### config.mk
export PLATFORM = sky130hd
export DESIGN_NAME = axis_frame_len_check_flat
export DESIGN_NICKNAME = d
export VERILOG_FILES = /design/src/rtl/axis_full_if.sv /design/src/rtl/axis_frame_len_check.sv /design/src/flat_wrapper.sv
export SDC_FILE = /design/constraint.sdc
export NUM_CORES = 1
export LEC_CHECK = 0
export ABC_AREA = 1
export CAP_MARGIN = 20
export CORE_MARGIN = 2
export CORE_UTILIZATION = 34
export CTS_CLUSTER_DIAMETER = 50
export CTS_CLUSTER_SIZE = 8
export DETAILED_ROUTE_END_ITERATION = 10
export GPL_TIMING_DRIVEN = 0
export PLACE_DENSITY_LB_ADDON = 0.3
export SKIP_LAST_GASP = 1
export SYNTH_ARGS = -nofsm -noshare
export SYNTH_HDL_FRONTEND = slang
export SYNTH_SLANG_ARGS = --single-unit
export TNS_END_PERCENT = 1
### constraint.sdc
create_clock -name clk -period 1.6 [get_ports clk]
set_input_delay 0.4 -clock clk [delete_from_list [all_inputs] [get_ports clk]]
set_output_delay 0.4 -clock clk [all_outputs]
set_load 0.03 [all_outputs]
### src/rtl/axis_full_if.sv
// -----------------------------------------------------------------------------
// axis_full_if -- AXI4-Stream bundle carrying the full sideband set.
//
// Parameters: DATA_W, KEEP_W, USR_W, ID_W, DEST_W set the field widths.
// Signals   : tdata, tkeep, tlast, tid, tdest, tuser, tvalid, tready.
// Modports  : out / master -- stream source (drives payload + tvalid)
//             in  / slave  -- stream sink   (drives tready)
//
// Handshake: a beat transfers on a rising edge where tvalid && tready are both
// 1. Once the source raises tvalid it holds tvalid and the whole payload
// stable until that transfer; the sink may raise or drop tready freely.
// -----------------------------------------------------------------------------
interface axis_full_if #(
    parameter int DATA_W = 8,
    parameter int KEEP_W = (DATA_W + 7) / 8,
    parameter int USR_W  = 1,
    parameter int ID_W   = 1,
    parameter int DEST_W = 1
);
    logic [DATA_W-1:0] tdata;
    logic [KEEP_W-1:0] tkeep;
    logic              tlast;
    logic [ID_W-1:0]   tid;
    logic [DEST_W-1:0] tdest;
    logic [USR_W-1:0]  tuser;
    logic              tvalid;
    logic              tready;

    modport out (
        output tdata, tkeep, tlast, tid, tdest, tuser, tvalid,
        input  tready
    );

    modport in (
        input  tdata, tkeep, tlast, tid, tdest, tuser, tvalid,
        output tready
    );

    modport master (
        output tdata, tkeep, tlast, tid, tdest, tuser, tvalid,
        input  tready
    );

    modport slave (
        input  tdata, tkeep, tlast, tid, tdest, tuser, tvalid,
        output tready
    );
endinterface

### src/rtl/axis_frame_len_check.sv
// -----------------------------------------------------------------------------
// axis_frame_len_check -- frame length checker in front of the stream FIFO.
//
// Counts beats per frame, forwards frames through a single output register,
// tags undersize / oversize / input-flagged frames with tuser[0]=1, and cuts
// oversize frames at MAX_LEN beats (forced tlast) while swallowing the rest.
//
// Ports:
//   clk              rising-edge clock
//   srst_n           synchronous active-low reset
//   s_axis           input stream  (axis_full_if.in)
//   m_axis           output stream (axis_full_if.out), latency 1
//   stat_good_frame  1-cycle pulse per good frame forwarded
//   stat_bad_frame   1-cycle pulse per bad frame
//   stat_frame_len   beats forwarded in the last completed frame
//   stat_good_cnt    saturating good-frame counter (0 unless stats enabled)
//   stat_bad_cnt     saturating bad-frame counter  (0 unless stats enabled)
//   dbg_state        current FSM state (0 IDLE, 1 ACTIVE, 2 DROP)
//
// Build option: define AXIS_FRAME_LEN_CHECK_STATS_EN to get the two 32-bit
// frame counters; without it they are constant 0 and no flops exist.
// -----------------------------------------------------------------------------
module axis_frame_len_check #(
    parameter int DATA_W  = 8,
    parameter int KEEP_W  = (DATA_W + 7) / 8,
    parameter int USR_W   = 1,
    parameter int ID_W    = 1,
    parameter int DEST_W  = 1,
    parameter int MIN_LEN = 1,
    parameter int MAX_LEN = 64,
    localparam int LEN_W  = $clog2(MAX_LEN + 1)
) (
    input  logic             clk,
    input  logic             srst_n,
    axis_full_if.in          s_axis,
    axis_full_if.out         m_axis,
    output logic             stat_good_frame,
    output logic             stat_bad_frame,
    output logic [LEN_W-1:0] stat_frame_len,
    output logic [31:0]      stat_good_cnt,
    output logic [31:0]      stat_bad_cnt,
    output logic [1:0]       dbg_state
);

    typedef enum logic [1:0] {
        ST_IDLE   = 2'd0,
        ST_ACTIVE = 2'd1,
        ST_DROP   = 2'd2
    } state_t;

    state_t            state;
    logic [LEN_W-1:0]  beat_cnt;

    // Output register
    logic [DATA_W-1:0] data_q;
    logic [KEEP_W-1:0] keep_q;
    logic              last_q;
    logic [ID_W-1:0]   id_q;
    logic [DEST_W-1:0] dest_q;
    logic [USR_W-1:0]  user_q;
    logic              valid_q;

    logic              s_ready;
    logic              accept;
    logic              load;
    logic [LEN_W-1:0]  next_len;
    logic              at_max;
    logic              undersize;
    logic              oversize;
    logic              is_term;
    logic              len_bad;
    logic              term_good;
    logic              term_bad;

    // While forwarding, accept only when the output register is free or
    // drains this cycle. In DROP nothing is loaded, so accept unconditionally.
    always_comb begin
        s_ready = 1'b0;
        if (srst_n) begin
            if (state == ST_DROP) s_ready = 1'b1;
            else                  s_ready = m_axis.tready || !valid_q;
        end
    end

    assign accept    = s_axis.tvalid && s_ready;
    assign load      = accept && (state != ST_DROP);

    // next_len is the frame length including the beat being accepted.
    assign next_len  = beat_cnt + LEN_W'(1);
    assign at_max    = (next_len == LEN_W'(MAX_LEN));
    assign undersize = s_axis.tlast && (next_len < LEN_W'(MIN_LEN));
    assign oversize  = !s_axis.tlast && at_max;
    assign len_bad   = undersize || oversize;

    // A frame terminates on a real tlast or on the truncation beat.
    assign is_term   = load && (s_axis.tlast || oversize);
    assign term_bad  = is_term && (len_bad || s_axis.tuser[0]);
    assign term_good = is_term && !(len_bad || s_axis.tuser[0]);

    assign s_axis.tready = s_ready;
    assign m_axis.tdata  = data_q;
    assign m_axis.tkeep  = keep_q;
    assign m_axis.tlast  = last_q;
    assign m_axis.tid    = id_q;
    assign m_axis.tdest  = dest_q;
    assign m_axis.tuser  = user_q;
    assign m_axis.tvalid = valid_q;
    assign dbg_state     = state;

    // Payload needs no reset: it is only observed while valid_q=1.
    always_ff @(posedge clk) begin
        if (load) begin
            data_q    <= s_axis.tdata;
            keep_q    <= s_axis.tkeep;
            id_q      <= s_axis.tid;
            dest_q    <= s_axis.tdest;
            last_q    <= s_axis.tlast || oversize;
            user_q    <= s_axis.tuser;
            user_q[0] <= s_axis.tuser[0] || len_bad;
        end
    end

    always_ff @(posedge clk) begin
        if (!srst_n) begin
            state           <= ST_IDLE;
            beat_cnt        <= '0;
            valid_q         <= 1'b0;
            stat_good_frame <= 1'b0;
            stat_bad_frame  <= 1'b0;
            stat_frame_len  <= '0;
        end else begin
            stat_good_frame <= term_good;
            stat_bad_frame  <= term_bad;
            if (is_term) stat_frame_len <= next_len;

            if (load)                valid_q <= 1'b1;
            else if (m_axis.tready)  valid_q <= 1'b0;

            case (state)
                ST_IDLE, ST_ACTIVE: begin
                    if (accept) begin
                        if (s_axis.tlast) begin
                            state    <= ST_IDLE;
                            beat_cnt <= '0;
                        end else if (at_max) begin
                            // Truncated: hold the count at MAX_LEN until the tail ends.
                            state    <= ST_DROP;
                            beat_cnt <= next_len;
                        end else begin
                            state    <= ST_ACTIVE;
                            beat_cnt <= next_len;
                        end
                    end
                end
                ST_DROP: begin
                    if (accept && s_axis.tlast) begin
                        state    <= ST_IDLE;
                        beat_cnt <= '0;
                    end
                end
                default: begin
                    state    <= ST_IDLE;
                    beat_cnt <= '0;
                end
            endcase
        end
    end

`ifdef AXIS_FRAME_LEN_CHECK_STATS_EN
    logic [31:0] good_cnt_q;
    logic [31:0] bad_cnt_q;

    // Counters step together with the pulse registers and stick at all-ones.
    always_ff @(posedge clk) begin
        if (!srst_n) begin
            good_cnt_q <= '0;
            bad_cnt_q  <= '0;
        end else begin
            if (term_good && (good_cnt_q != 32'hFFFF_FFFF)) good_cnt_q <= good_cnt_q + 32'd1;
            if (term_bad  && (bad_cnt_q  != 32'hFFFF_FFFF)) bad_cnt_q  <= bad_cnt_q  + 32'd1;
        end
    end

    assign stat_good_cnt = good_cnt_q;
    assign stat_bad_cnt  = bad_cnt_q;
`else
    assign stat_good_cnt = 32'd0;
    assign stat_bad_cnt  = 32'd0;
`endif

endmodule
### src/flat_wrapper.sv
// flat-port wrapper written by rule: the top's interface ports become plain ports
module axis_frame_len_check_flat 
#(
    parameter int DATA_W  = 8,
    parameter int KEEP_W  = (DATA_W + 7) / 8,
    parameter int USR_W   = 1,
    parameter int ID_W    = 1,
    parameter int DEST_W  = 1,
    parameter int MIN_LEN = 1,
    parameter int MAX_LEN = 64,
    localparam int LEN_W  = $clog2(MAX_LEN + 1)
)
  (clk, srst_n, stat_good_frame, stat_bad_frame, stat_frame_len, stat_good_cnt, stat_bad_cnt, dbg_state, s_axis_tdata, s_axis_tkeep, s_axis_tlast, s_axis_tid, s_axis_tdest, s_axis_tuser, s_axis_tvalid, s_axis_tready, m_axis_tdata, m_axis_tkeep, m_axis_tlast, m_axis_tid, m_axis_tdest, m_axis_tuser, m_axis_tvalid, m_axis_tready);
  axis_full_if #(.DATA_W(DATA_W), .KEEP_W(KEEP_W), .USR_W(USR_W), .ID_W(ID_W), .DEST_W(DEST_W)) s_axis_i ();
  axis_full_if #(.DATA_W(DATA_W), .KEEP_W(KEEP_W), .USR_W(USR_W), .ID_W(ID_W), .DEST_W(DEST_W)) m_axis_i ();
  input  logic clk;
  input  logic srst_n;
  output logic stat_good_frame;
  output logic stat_bad_frame;
  output logic [LEN_W-1:0] stat_frame_len;
  output logic [31:0] stat_good_cnt;
  output logic [31:0] stat_bad_cnt;
  output logic [1:0] dbg_state;
  input wire logic [$bits(s_axis_i.tdata)-1:0] s_axis_tdata;
  input wire logic [$bits(s_axis_i.tkeep)-1:0] s_axis_tkeep;
  input wire logic [$bits(s_axis_i.tlast)-1:0] s_axis_tlast;
  input wire logic [$bits(s_axis_i.tid)-1:0] s_axis_tid;
  input wire logic [$bits(s_axis_i.tdest)-1:0] s_axis_tdest;
  input wire logic [$bits(s_axis_i.tuser)-1:0] s_axis_tuser;
  input wire logic [$bits(s_axis_i.tvalid)-1:0] s_axis_tvalid;
  output wire logic [$bits(s_axis_i.tready)-1:0] s_axis_tready;
  output wire logic [$bits(m_axis_i.tdata)-1:0] m_axis_tdata;
  output wire logic [$bits(m_axis_i.tkeep)-1:0] m_axis_tkeep;
  output wire logic [$bits(m_axis_i.tlast)-1:0] m_axis_tlast;
  output wire logic [$bits(m_axis_i.tid)-1:0] m_axis_tid;
  output wire logic [$bits(m_axis_i.tdest)-1:0] m_axis_tdest;
  output wire logic [$bits(m_axis_i.tuser)-1:0] m_axis_tuser;
  output wire logic [$bits(m_axis_i.tvalid)-1:0] m_axis_tvalid;
  input wire logic [$bits(m_axis_i.tready)-1:0] m_axis_tready;
  assign s_axis_i.tdata = s_axis_tdata;
  assign s_axis_i.tkeep = s_axis_tkeep;
  assign s_axis_i.tlast = s_axis_tlast;
  assign s_axis_i.tid = s_axis_tid;
  assign s_axis_i.tdest = s_axis_tdest;
  assign s_axis_i.tuser = s_axis_tuser;
  assign s_axis_i.tvalid = s_axis_tvalid;
  assign s_axis_tready = s_axis_i.tready;
  assign m_axis_tdata = m_axis_i.tdata;
  assign m_axis_tkeep = m_axis_i.tkeep;
  assign m_axis_tlast = m_axis_i.tlast;
  assign m_axis_tid = m_axis_i.tid;
  assign m_axis_tdest = m_axis_i.tdest;
  assign m_axis_tuser = m_axis_i.tuser;
  assign m_axis_tvalid = m_axis_i.tvalid;
  assign m_axis_i.tready = m_axis_tready;
  axis_frame_len_check #(.DATA_W(DATA_W), .KEEP_W(KEEP_W), .USR_W(USR_W), .ID_W(ID_W), .DEST_W(DEST_W), .MIN_LEN(MIN_LEN), .MAX_LEN(MAX_LEN)) u_core (.clk(clk), .srst_n(srst_n), .s_axis(s_axis_i), .m_axis(m_axis_i), .stat_good_frame(stat_good_frame), .stat_bad_frame(stat_bad_frame), .stat_frame_len(stat_frame_len), .stat_good_cnt(stat_good_cnt), .stat_bad_cnt(stat_bad_cnt), .dbg_state(dbg_state));
endmodule
# After elaboration in Yosys (flattened, before gate mapping)
# Cells that the tools add are included.
# totals
register_bits,32
romBits,0
latch_bits,0
n_memories,0
ramBits,0
out_inout_bits,90
elab_cells,52
inputBits,17
# classes
n_eq_ne,6
div_mod_pow,0
reduce_logical,19
muxes,13
n_lt_le_gt_ge,1
mul,0
n_shift,0
addsub,1
n_bitwise,0
# op_table
op,count
$mux 7,3
$pmux 7 s2,1
$logic_and 1x1->1,8
$mux 2,4
$add 7x1->7 const B,1
$eq 7x7->1 const B,1
$lt 7x1->1 const B,1
$logic_or 1x1->1,4
$mux 1,4
$ne 2x2->1 const B,2
$pmux 2 s2,1
$logic_not 1->1,3
$eq 2x1->1 const B,1
$eq 2x2->1 const B,1
$logic_not 2->1,1
$ne 2x1->1 const B,1
$reduce_and 2->1,1
$reduce_bool 2->1,1
$reduce_or 2->1,1

# Depth between registers and ports, before layout
# depth
depth_word,8
mapped_depth,12
mapped_depth_nobuf,12

# Least setup slack after synthesis
# Ideal clock, no wire load.
# synth_timing
path_type,reg-to-reg
from,reg u_core.state[1] (netlist: u_core.dbg_state[1])
to,"reg u_core.data_q[0] (netlist: u_core.m_axis.tdata[0]), enable pin"
arrival_ns,1.881
stages_incl_launch_ff,6
slack_ns,-0.622
n_path_buf,1
required_ns,1.259
cell_sequence,dfxtp_1 -> nand2_1 -> a21oi_1 -> nand3_1 -> inv_1 -> buf_2
# synth_between
elab_chain_cells,5
word_cells_on_any_way,6
# synth_rtl
element,line,source
start: declaration,axis_frame_len_check.sv:51,state_t state;
start signal: assignment,axis_frame_len_check.sv:125,state <= ST_IDLE;
start signal: assignment,axis_frame_len_check.sv:143,state <= ST_IDLE;
start signal: assignment,axis_frame_len_check.sv:147,state <= ST_DROP;
$eq 2x2->1,axis_frame_len_check.sv:80,if (state == ST_DROP) s_ready = 1'b1;
$mux 1,axis_frame_len_check.sv:80,
$mux 1,axis_frame_len_check.sv:79,if (srst_n) begin
net s_axis_tready,flat_wrapper.sv:31,output wire logic [$bits(s_axis_i.tready)-1:0] s_axis_tready;
$logic_and 1x1->1,axis_frame_len_check.sv:85,assign accept = s_axis.tvalid && s_ready;
$logic_and 1x1->1,axis_frame_len_check.sv:86,assign load = accept && (state != ST_DROP);
net u_core.load,axis_frame_len_check.sv:65,logic load;
end signal: assignment,axis_frame_len_check.sv:113,data_q <= s_axis.tdata;
end: declaration,axis_frame_len_check.sv:55,logic [DATA_W-1:0] data_q;
# The timed path passes the listed nets, and every way through them passes these cells.
# A chain may end at the register's enable or synchronous reset.

# Worst setup path in the final report
# layout_timing
from,in srst_n
to,out s_axis_tready
# layout_between
elab_chain_cells,1
# layout_rtl
element,line,source
start: declaration,flat_wrapper.sv:17,input logic srst_n;
$mux 1,axis_frame_len_check.sv:79,
end: declaration,flat_wrapper.sv:31,
# No other way between the ends.

==> impl_metrics.tcl <==
set metrics [dict create \
    synth.ff_latch_count 32 \
    grt_pass1_vias 1279 \
    start_util_pct 35.5 \
    final_area_mm2 0.00271 \
    cts.sinks 32 \
    portBuffers 42 \
    cts_tree "built" \
    synth-edff-count 13 \
    powerDensity_mw_per_mm2 761 \
    crit_fanout 9 \
    grt_max_degree 23 \
    holdWs_ns 0.475 \
    place_area_mm2 0.00260 \
    synthFlopType "dfxtp_1" \
    synth_area_leaders "buf_4 26%, edfxtp_1 21%, dfxtp_1 21%" \
    cap_violations 0 \
    fin_crit_ns 1.71 \
    violations "setup timing" \
    place_hpwl_um 2710 \
    fmax_mhz 586 \
    ys_seq_area_share_pct 42.0 \
    yosysWarnings 0 \
    grtUsageTotal_pct 11.5 \
    boundaryPins 107 \
    antenna_found_initial 0 \
    pre_cts_ws_ns -0.651 \
    setup_tns_ns -1.72 \
    wl_per_cell_um 8.31 \
    core_area_mm2 0.00517 \
    clock_tree.buffer_depth 2 \
    root_buffer "clkbuf_8" \
    yosysUniqueCellTypes 27 \
    h-tree-depth 2 \
    fp-row-count 26 \
    p_clk_share_pct 27.3 \
    synth_area_per_cell_um2 8.50 \
    dieArea_mm2 0.00600 \
    drcViolationCount 0 \
    rsz0062_at_grt "yes" \
    intPower_mw 1.41 \
    final_util_pct 52.4 \
    num-nets-final 346 \
    crit_path_start_kind "input pin" \
    yosys.area.top_type_share_pct 26.2 \
    vdd_drop_max_mv 0.258 \
    fin_skew_ns 0.00598 \
    drt_iter0_drc 34 \
    dp.cells 391 \
    vias 1443 \
    clock_latency_ns 0.28 \
    cp.required_ns 1.20 \
    hold_viol 0 \
    endpoint_kind "output port" \
    areaGrowthSynthToFinish_pct 47.6 \
    finalNonFillerCells 399 \
    postRouteAntennaNets 0 \
    synth_cells 216 \
    die_w_um 77.5 \
    postCtsSetupBuffers 0 \
    p_switching_uw 650 \
    overflow 0 \
    die_y_um 77.5 \
    status "finished with violations" \
    vias_per_cell 3.62 \
    setup_slack_ns -0.105 \
    num_antenna_cells 0 \
    place_congestion 0.817 \
    p_sw_share_pct 31.6 \
    yosysMostFrequentCell "buf_4" \
    arrival_ns 1.31 \
    worstSetupPathType "in -> out" \
    syn_area_mm2 0.00184 \
    hp-class "reg -> reg" \
    clk_pin_slew_ns 0.06 \
    seq_power_share_pct 43.9 \
    pwr-share-comb_pct 28.8 \
    wl_um 3320 \
    hold_buffers 0 \
    first_pass_iters 4 \
    p_leak_nw 1.36 \
    grt_pass1_wl_um 5460 \
    synth_common_cells "64 x buf_4, 26 x nand2_1, 19 x dfxtp_1, 19 x inv_1, 17 x nor2_1" \
    async_reset_ff_share_pct 0 \
    setup_viol 42 \
    total_power_mw 2.06 \
    cts_buffers 5 \
    synth_largest_area_cell "buf_4" \
    fin_crit_sh_pct 107 \
    drv_slew 0 \
    layout-drive-gt1-share_pct 28.0 \
]
-- layout make-up --
class | count | area [um2]
repair buffers | 42 | 423
plain buffers | 67 | 514
clock buffers | 6 | 72.6
well taps | 70 | 87.6
multi-input cells | 160 | 751
inverters | 20 | 75.1
clock inverters | 2 | 7.51
flip-flops and latches | 32 | 778
fillers | 466 | 2460
-- state kept, by name, indices dropped and copies added, names as in the netlist --
name	count
u_core.m_axis.tdata	8
u_core.beat_cnt	7
u_core.stat_frame_len	7
u_core.dbg_state	2
u_core.m_axis.tdest	1
u_core.m_axis.tid	1
u_core.m_axis.tkeep	1
u_core.m_axis.tlast	1
u_core.m_axis.tuser	1
u_core.m_axis.tvalid	1
u_core.stat_bad_frame	1
u_core.stat_good_frame	1
-- power groups by stage --
stage / Combinational [mW] / Sequential, mW / Clock (mW)
floorplan: 0.412 / 0.977 / 0
global placement: 0.582 / 0.922 / 0
detailed placement: 0.585 / 0.922 / 0
CTS: 0.585 / 0.905 / 0.593
global route: 0.636 / 0.909 / 0.622
finish: 0.593 / 0.905 / 0.562
-- critical path: stages --
cell and delay, ns:
clkdlybuf4s50_1 0.51, inv_2 0.11, a21oi_4 0.14, buf_6 0.15
-- placed cells by master (no fill, tap or decap), drive strengths merged, types with 3 or more instances in the layout --
| cell | n |
|---|---|
| nand3 | 15 |
| edfxtp | 13 |
| nand3b | 3 |
| buf | 67 |
| nor2 | 19 |
| inv | 20 |
| conb | 64 |
| o21ai | 4 |
| clkbuf | 7 |
| a21oi | 14 |
| clkdlybuf4s50 | 39 |
| dfxtp | 19 |
| nand2 | 31 |
-- timing repair --
action,4_1_cts,5_1_grt
endpoints found under the setup margin,57,58
pin swaps,0,3
resized for setup,9,10
-- metal layers --
layer  up-vias  GRT usage [%]  wire length [um]
met5         -              0                 0
met4         0           5.71                66
met3         8           5.23               286
met2        64           19.1              1570
met1       578           12.4              1390
li1        793              -                 -
-- path summary, 6_finish.rpt --
check	cells after the start	endpoint	from	slack (ns)
worst min-delay path	2	u_core.stat_frame_len[1]	u_core.stat_frame_len[1]	0.47
worst max register to register	10	u_core.m_axis.tuser	u_core.beat_cnt[0]	0
worst max-delay path	4	s_axis_tready	srst_n	-0.11
worst min register to register	2	u_core.stat_frame_len[1]	u_core.stat_frame_len[1]	0.47
-- kinds of logic (layout without fill, tap and decap cells) --
group	after synthesis	after routing	synth area share [%]
other	1	64	0.204
and+or+nand+nor	70	70	17.7
AOI/OAI and AO/OA	24	24	7.57
DFF	32	32	42.0
buffers and inverters	87	137	31.4
adders and majority gates	1	1	0.682
xor gates and xnor gates	1	1	0.477
Power figures use the tool's default switching activity.
